==> config.mk <==
export PLATFORM = sky130hd
export DESIGN_NAME = instr_encoder_loader_flat
export DESIGN_NICKNAME = d
export VERILOG_FILES = /design/src/rtl/instr_encoder_loader_if.sv /design/src/rtl/instr_encoder_loader.sv /design/src/flat_wrapper.sv
export SDC_FILE = /design/constraint.sdc
export NUM_CORES = 1
export LEC_CHECK = 0
export BUFFER_PORTS_ARGS = -buffer_cell sky130_fd_sc_hd__buf_4
export CAP_MARGIN = 20
export CORE_UTILIZATION = 43
export CTS_CLUSTER_DIAMETER = 60
export DETAILED_ROUTE_END_ITERATION = 12
export HOLD_SLACK_MARGIN = 0.08
export PLACE_DENSITY = 0.75
export SLEW_MARGIN = 20
export SYNTH_ARGS = -nofsm -noshare
export SYNTH_HDL_FRONTEND = slang
export SYNTH_SLANG_ARGS = --single-unit
==> constraint.sdc <==
create_clock -name clk_i -period 1.8 [get_ports clk_i]
set_input_delay 0.18 -clock clk_i [delete_from_list [all_inputs] [get_ports clk_i]]
set_output_delay 0.18 -clock clk_i [all_outputs]
set_load 0.03 [all_outputs]
==> src/rtl/instr_encoder_loader_if.sv <==
// Field-bundle input, instruction-memory write port and status of the instruction encoder/loader.
// The loader connects through the slave modport; whatever feeds it programs uses master.
interface instr_encoder_loader_if #(
    parameter int unsigned DEPTH  = 256,
    parameter int unsigned ADDR_W = $clog2(DEPTH)
) ();
    logic              start_i;
    logic              in_valid_i;
    logic              in_ready_o;
    logic              in_last_i;
    logic [6:0]        op_code_i;
    logic [4:0]        rd_i;
    logic [4:0]        rs1_i;
    logic [4:0]        rs2_i;
    logic [2:0]        funct3_i;
    logic [6:0]        funct7_i;
    logic [31:0]       imm_i;
    logic              mem_we_o;
    logic [ADDR_W-1:0] mem_addr_o;
    logic [31:0]       mem_wdata_o;
    logic [ADDR_W:0]   count_o;
    logic              busy_o;
    logic              done_o;
    logic              full_o;
    logic              err_o;

    modport master (
        output start_i, in_valid_i, in_last_i, op_code_i, rd_i, rs1_i, rs2_i,
               funct3_i, funct7_i, imm_i,
        input  in_ready_o, mem_we_o, mem_addr_o, mem_wdata_o, count_o,
               busy_o, done_o, full_o, err_o
    );

    modport slave (
        input  start_i, in_valid_i, in_last_i, op_code_i, rd_i, rs1_i, rs2_i,
               funct3_i, funct7_i, imm_i,
        output in_ready_o, mem_we_o, mem_addr_o, mem_wdata_o, count_o,
               busy_o, done_o, full_o, err_o
    );
endinterface

==> src/rtl/instr_encoder_loader.sv <==
// Encodes RV32I field bundles into instruction words and streams them into
// instruction memory at sequential word addresses, starting from 0 on each start_i.
module instr_encoder_loader #(
    parameter int unsigned DEPTH  = 256,
    parameter int unsigned ADDR_W = $clog2(DEPTH)
) (
    input  logic                   clk_i,
    input  logic                   rst_ni,
    instr_encoder_loader_if.slave  bus
);
    localparam int unsigned CNT_W = ADDR_W + 1;

    localparam logic [6:0] OP_LOAD   = 7'b0000011;
    localparam logic [6:0] OP_IMM    = 7'b0010011;
    localparam logic [6:0] OP_STORE  = 7'b0100011;
    localparam logic [6:0] OP_REG    = 7'b0110011;
    localparam logic [6:0] OP_BRANCH = 7'b1100011;
    localparam logic [6:0] OP_LUI    = 7'b0110111;
    localparam logic [6:0] OP_AUIPC  = 7'b0010111;
    localparam logic [6:0] OP_JAL    = 7'b1101111;

    typedef enum logic [1:0] {IDLE, LOAD, DONE} state_e;

    state_e             state_q, state_d;
    logic [ADDR_W-1:0]  addr_q, addr_d;
    logic [CNT_W-1:0]   cnt_q, cnt_d;
    logic               we_q, we_d;
    logic [ADDR_W-1:0]  waddr_q, waddr_d;
    logic [31:0]        wdata_q, wdata_d;
    logic               full_q, full_d;
    logic               err_q, err_d;

    logic [31:0]        enc_c;
    logic               legal_c;
    logic               accept_c;
    logic [CNT_W-1:0]   cnt_inc_c;

    // Field packing per instruction format; anything unlisted (incl. JALR) is rejected.
    always_comb begin
        enc_c   = '0;
        legal_c = 1'b1;
        case (bus.op_code_i)
            OP_LOAD, OP_IMM:
                enc_c = {bus.imm_i[11:0], bus.rs1_i, bus.funct3_i, bus.rd_i, bus.op_code_i};
            OP_STORE:
                enc_c = {bus.imm_i[11:5], bus.rs2_i, bus.rs1_i, bus.funct3_i,
                         bus.imm_i[4:0], bus.op_code_i};
            OP_REG:
                enc_c = {bus.funct7_i, bus.rs2_i, bus.rs1_i, bus.funct3_i, bus.rd_i,
                         bus.op_code_i};
            OP_BRANCH:
                enc_c = {bus.imm_i[12], bus.imm_i[10:5], bus.rs2_i, bus.rs1_i, bus.funct3_i,
                         bus.imm_i[4:1], bus.imm_i[11], bus.op_code_i};
            OP_LUI, OP_AUIPC:
                enc_c = {bus.imm_i[31:12], bus.rd_i, bus.op_code_i};
            OP_JAL:
                enc_c = {bus.imm_i[20], bus.imm_i[10:1], bus.imm_i[11], bus.imm_i[19:12],
                         bus.rd_i, bus.op_code_i};
            default:
                legal_c = 1'b0;
        endcase
    end

    assign accept_c  = bus.in_valid_i && (state_q == LOAD);
    assign cnt_inc_c = cnt_q + CNT_W'(1);

    // Next state, write strobe and counters.
    always_comb begin
        state_d = state_q;
        addr_d  = addr_q;
        cnt_d   = cnt_q;
        we_d    = 1'b0;
        waddr_d = waddr_q;
        wdata_d = wdata_q;
        full_d  = full_q;
        err_d   = err_q;
        case (state_q)
            IDLE, DONE: begin
                if (bus.start_i) begin
                    state_d = LOAD;
                    addr_d  = '0;
                    cnt_d   = '0;
                    full_d  = 1'b0;
                    err_d   = 1'b0;
                end
            end
            LOAD: begin
                if (accept_c) begin
                    if (legal_c) begin
                        we_d    = 1'b1;
                        waddr_d = addr_q;
                        wdata_d = enc_c;
                        addr_d  = addr_q + ADDR_W'(1);
                        cnt_d   = cnt_inc_c;
                        if (cnt_inc_c == CNT_W'(DEPTH)) begin
                            full_d  = 1'b1;
                            state_d = DONE;
                        end else if (bus.in_last_i) begin
                            state_d = DONE;
                        end
                    end else begin
                        err_d = 1'b1;
                        if (bus.in_last_i) begin
                            state_d = DONE;
                        end
                    end
                end
            end
            default: state_d = IDLE;
        endcase
    end

    always_ff @(posedge clk_i or negedge rst_ni) begin
        if (!rst_ni) begin
            state_q <= IDLE;
            addr_q  <= '0;
            cnt_q   <= '0;
            we_q    <= 1'b0;
            waddr_q <= '0;
            wdata_q <= '0;
            full_q  <= 1'b0;
            err_q   <= 1'b0;
        end else begin
            state_q <= state_d;
            addr_q  <= addr_d;
            cnt_q   <= cnt_d;
            we_q    <= we_d;
            waddr_q <= waddr_d;
            wdata_q <= wdata_d;
            full_q  <= full_d;
            err_q   <= err_d;
        end
    end

    assign bus.in_ready_o  = (state_q == LOAD);
    assign bus.busy_o      = (state_q == LOAD);
    assign bus.done_o      = (state_q == DONE);
    assign bus.mem_we_o    = we_q;
    assign bus.mem_addr_o  = waddr_q;
    assign bus.mem_wdata_o = wdata_q;
    assign bus.count_o     = cnt_q;
    assign bus.full_o      = full_q;
    assign bus.err_o       = err_q;
endmodule
==> src/flat_wrapper.sv <==
// flat-port wrapper written by rule: the top's interface ports become plain ports
module instr_encoder_loader_flat 
#(
    parameter int unsigned DEPTH  = 256,
    parameter int unsigned ADDR_W = $clog2(DEPTH)
)
  (clk_i, rst_ni, bus_start_i, bus_in_valid_i, bus_in_last_i, bus_op_code_i, bus_rd_i, bus_rs1_i, bus_rs2_i, bus_funct3_i, bus_funct7_i, bus_imm_i, bus_in_ready_o, bus_mem_we_o, bus_mem_addr_o, bus_mem_wdata_o, bus_count_o, bus_busy_o, bus_done_o, bus_full_o, bus_err_o);
  instr_encoder_loader_if #(.DEPTH(DEPTH), .ADDR_W(ADDR_W)) bus_i ();
  input  logic clk_i;
  input  logic rst_ni;
  input wire logic [$bits(bus_i.start_i)-1:0] bus_start_i;
  input wire logic [$bits(bus_i.in_valid_i)-1:0] bus_in_valid_i;
  input wire logic [$bits(bus_i.in_last_i)-1:0] bus_in_last_i;
  input wire logic [$bits(bus_i.op_code_i)-1:0] bus_op_code_i;
  input wire logic [$bits(bus_i.rd_i)-1:0] bus_rd_i;
  input wire logic [$bits(bus_i.rs1_i)-1:0] bus_rs1_i;
  input wire logic [$bits(bus_i.rs2_i)-1:0] bus_rs2_i;
  input wire logic [$bits(bus_i.funct3_i)-1:0] bus_funct3_i;
  input wire logic [$bits(bus_i.funct7_i)-1:0] bus_funct7_i;
  input wire logic [$bits(bus_i.imm_i)-1:0] bus_imm_i;
  output wire logic [$bits(bus_i.in_ready_o)-1:0] bus_in_ready_o;
  output wire logic [$bits(bus_i.mem_we_o)-1:0] bus_mem_we_o;
  output wire logic [$bits(bus_i.mem_addr_o)-1:0] bus_mem_addr_o;
  output wire logic [$bits(bus_i.mem_wdata_o)-1:0] bus_mem_wdata_o;
  output wire logic [$bits(bus_i.count_o)-1:0] bus_count_o;
  output wire logic [$bits(bus_i.busy_o)-1:0] bus_busy_o;
  output wire logic [$bits(bus_i.done_o)-1:0] bus_done_o;
  output wire logic [$bits(bus_i.full_o)-1:0] bus_full_o;
  output wire logic [$bits(bus_i.err_o)-1:0] bus_err_o;
  assign bus_i.start_i = bus_start_i;
  assign bus_i.in_valid_i = bus_in_valid_i;
  assign bus_i.in_last_i = bus_in_last_i;
  assign bus_i.op_code_i = bus_op_code_i;
  assign bus_i.rd_i = bus_rd_i;
  assign bus_i.rs1_i = bus_rs1_i;
  assign bus_i.rs2_i = bus_rs2_i;
  assign bus_i.funct3_i = bus_funct3_i;
  assign bus_i.funct7_i = bus_funct7_i;
  assign bus_i.imm_i = bus_imm_i;
  assign bus_in_ready_o = bus_i.in_ready_o;
  assign bus_mem_we_o = bus_i.mem_we_o;
  assign bus_mem_addr_o = bus_i.mem_addr_o;
  assign bus_mem_wdata_o = bus_i.mem_wdata_o;
  assign bus_count_o = bus_i.count_o;
  assign bus_busy_o = bus_i.busy_o;
  assign bus_done_o = bus_i.done_o;
  assign bus_full_o = bus_i.full_o;
  assign bus_err_o = bus_i.err_o;
  instr_encoder_loader #(.DEPTH(DEPTH), .ADDR_W(ADDR_W)) u_core (.clk_i(clk_i), .rst_ni(rst_ni), .bus(bus_i));
endmodule
==> impl_metrics.env <==
export IMPL_vdd_drop_max_mv=0.7444
export IMPL_place_gp_congestion=0.8094
export IMPL_cp_arrival_ps=2010
export IMPL_p_total_mw=4.606
export IMPL_cts_root_buf="clkbuf_8"
export IMPL_yosysMostFrequentCell="dfrtp_1"
export IMPL_end_kind="register"
export IMPL_hold_viol=0
export IMPL_cts_buffer_depth=2
export IMPL_power_density_nw_per_um2=978.3
export IMPL_slew_viol_final=0
export IMPL_cp_startpoint="u_core.state_q[1]"
export IMPL_grt_max_degree=63
export IMPL_clkSinkCount=62
export IMPL_hp_start="bus_rd_i[2]"
export IMPL_synth_edf_count=0
export IMPL_hold_depth=3
export IMPL_layout_nets=553
export IMPL_outcome="complete, no violations"
export IMPL_grt_pass1_vias=3186
export IMPL_vias_per_cell=5.540
export IMPL_core_um2=6794
export IMPL_portBuffers=123
export IMPL_antenna_found_initial=0
export IMPL_syn_to_final_growth_pct=55.62
export IMPL_routedWlPerCell_um=15.81
export IMPL_synth_area_leaders="dfrtp_1, nand2_1, a222oi_1"
export IMPL_synth_main_ff_cell="dfrtp_1"
export IMPL_synthAdderAreaFrac_pct=0.8271
export IMPL_yosys_area_share_simple_pct=20.89
export IMPL_holdWs_ps=81.92
export IMPL_r2r_cells=6
export IMPL_syn_inst=313
export IMPL_crit_fanout=12
export IMPL_cap_violations=0
export IMPL_synth_compound_area_share_pct=22.66
export IMPL_met3_length_um=755
export IMPL_post_synth_most_frequent_cells="dfrtp_1, nand2_1, nor2_1, o21ai_0, a21oi_1"
export IMPL_syn_mean_instance_area_um2=9.666
export IMPL_drt_first_pass_iters=6
export IMPL_cts_tree="built"
export IMPL_synth_seq_cells=62
export IMPL_worst_pin_slew_ps=778.7
export IMPL_synth_area_um2=3025
export IMPL_reg2reg_slack_ps=70
export IMPL_r2r_end="u_core.bus.mem_wdata_o[14]"
export IMPL_synth_xor_area_share_pct=0.5790
export IMPL_criticalPathCategory="register to register"
export IMPL_final_setup_skew_ps=8.651
export IMPL_cts_buffers=9
export IMPL_die_w_um=85.88
export IMPL_ant_nets=0
export IMPL_drive_gt1_share_pct=39.01
export IMPL_critPathLaunchType="register"
export IMPL_yosys_warnings=0
export IMPL_fp_row_count=30
export IMPL_grt_overflow_total=0
export IMPL_synth_top_family_by_area="compound AO/OA/AOI/OAI gates"
export IMPL_htree_num_levels=3
export IMPL_grt_pass1_wl_um=15100
export IMPL_rr_startpoint="u_core.state_q[1]"
export IMPL_diodes=0
export IMPL_synth_top_area_share_pct=51.28
export IMPL_drt_wl_total_um=9216
export IMPL_yosysTopAreaCell="dfrtp_1"
export IMPL_async_flop_share_pct=100.0
export IMPL_syn_num_nets=384
export IMPL_setup_viol=0
export IMPL_initial_core_util_pct=44.53
export IMPL_fillers=515
export IMPL_cp_data_required_time_ps=2080
export IMPL_wl_met2_um=4656
export IMPL_boundaryPins=124
export IMPL_remaining_drc_errors=0
export IMPL_hold_class="primary input to register"
export IMPL_top_layer="met4"
export IMPL_yosysSeqAreaShare_pct=51.28
export IMPL_synth_mux_area_fraction_pct=0.7031
export IMPL_min_period_ps=1735
export IMPL_grt_util_all_layers_pct=26.45
export IMPL_route_layer_met1_wl_um=3582
export IMPL_drtIter0Drc=196
export IMPL_clk_latency_ps=340
export IMPL_whs_endpoint="u_core.bus.mem_wdata_o[9]"
export IMPL_die_area_um2=7375
export IMPL_p_leak_nw=2.294
export IMPL_synth_cell_types=53
export IMPL_fp_dieH_um=85.88
export IMPL_max_freq_mhz=576.5
export IMPL_clk_pin_slew_ps=70
export IMPL_dp_hpwl_um=6237
export IMPL_period_share_pct=96.37
export IMPL_relSlewSlack_pct=48.09
export IMPL_vias=3230
[kinds of logic after synthesis]
group / Yosys count
AO/OA/AOI/OAI: 92
XOR/XNOR: 2
flip-flops: 62
multiplexers: 2
buffers and inverters: 22
adder cells (fa/ha/maj): 2
AND/OR/NAND/NOR: 131
[worst max-delay path: stages (launching register included)]
cell      delay, ps
dfrtp_1         370
nand3b_1        210
or2_4           270
a21o_4          240
a211oi_2        200
buf_4           200
a221o_1         180
[where the power goes]
part           leakage, nW  switching [mW]  internal (mW)
registers            0.837           0.131           1.60
clock network        0.105           0.556          0.687
logic                 1.35           0.954          0.676
[stage by stage]
| step | utilization [%] | cells | setup WS (ps) | instance area (µm²) | setup TNS (ps) |
|---|---|---|---|---|---|
| 2_1_floorplan | - | 313 | 4.521 | 3025 | 0 |
| 3_3_place_gp | 62.67 | 547 | -28.27 | 4258 | -212.5 |
| 3_5_place_dp | 62.67 | 547 | -119.6 | 4258 | -1615 |
| 4_1_cts | 68.71 | 583 | 22.64 | 4668 | 0 |
| 5_1_grt | 69.30 | 583 | -4.484 | 4708 | -4.484 |
| 6_report | 69.30 | 583 | 65.29 | 4708 | 0 |
[what timing repair did]
action                                 CTS  global route
pin swaps                                0             2
gates resized for setup                  2             8
cloned                                   1             0
endpoints found under the hold margin   71             0
buffers inserted                         1             0
hold buffers                            18             0
setup endpoints to repair               27            16
[layer usage]
metal	GRT usage [%]	vias to the layer above
li1	-	1511
met1	31.43	1530
met2	44.73	164
met3	6.930	25
met4	12.42	0
met5	0	-
[layout by cell type, fill, tap and decap left out, types with 3 or more instances in the layout]
| master | Yosys | final |
|---|---|---|
| nand2b_1 | 8 | 7 |
| dlygate4sd3_1 | 0 | 18 |
| nor2b_1 | 4 | 4 |
| inv_1 | 5 | 4 |
| a221oi_1 | 5 | 3 |
| and2_0 | 8 | 8 |
| nor3_1 | 5 | 5 |
| a21o_1 | 5 | 4 |
| o31ai_1 | 4 | 4 |
| nor4_1 | 3 | 3 |
| nand2_1 | 52 | 52 |
| or3_1 | 3 | 3 |
| o21ai_0 | 19 | 19 |
| a31oi_1 | 5 | 5 |
| dfrtp_1 | 62 | 62 |
| nor2_1 | 27 | 27 |
| a221o_1 | 10 | 10 |
| a222oi_1 | 11 | 11 |
| and3_1 | 3 | 3 |
| a21oi_1 | 12 | 10 |
| buf_4 | 2 | 153 |
| clkbuf_8 | 0 | 14 |
| nand3_1 | 8 | 8 |
[state kept, by name, indices dropped and copies added, names as in the netlist]
name                    flops
u_core.addr_q               8
u_core.bus.count_o          9
u_core.bus.err_o            1
u_core.bus.full_o           1
u_core.bus.mem_addr_o       8
u_core.bus.mem_wdata_o     32
u_core.bus.mem_we_o         1
u_core.state_q              2
[worst max-delay path by stage]
| stage | slack [ps] | cells after the start | endpoint |
|---|---|---|---|
| 2_1_floorplan | 5 | 7 | u_core.bus.mem_wdata_o[10] |
| 3_3_place_gp | -30 | 6 | u_core.bus.mem_wdata_o[11] |
| 3_5_place_dp | -120 | 6 | u_core.bus.mem_wdata_o[14] |
| 4_1_cts | 20 | 7 | u_core.addr_q[7] |
| 5_1_grt | -4 | 6 | u_core.bus.mem_wdata_o[10] |
| 6_report | 70 | 6 | u_core.bus.mem_wdata_o[14] |
[cell type report]
| cell class | count | area (µm²) | share of cell area [%] |
|---|---|---|---|
| sequential | 62 | 1551 | 32.95 |
| clock buffer | 14 | 192.7 | 4.092 |
| inverter | 6 | 22.52 | 0.4783 |
| tap | 96 | 120.1 | 2.551 |
| multi-input combinational | 230 | 1440 | 30.59 |
| clock inverter | 2 | 12.51 | 0.2657 |
| timing repair buffer | 173 | 1369 | 29.07 |
Power figures use the tool's default switching activity.
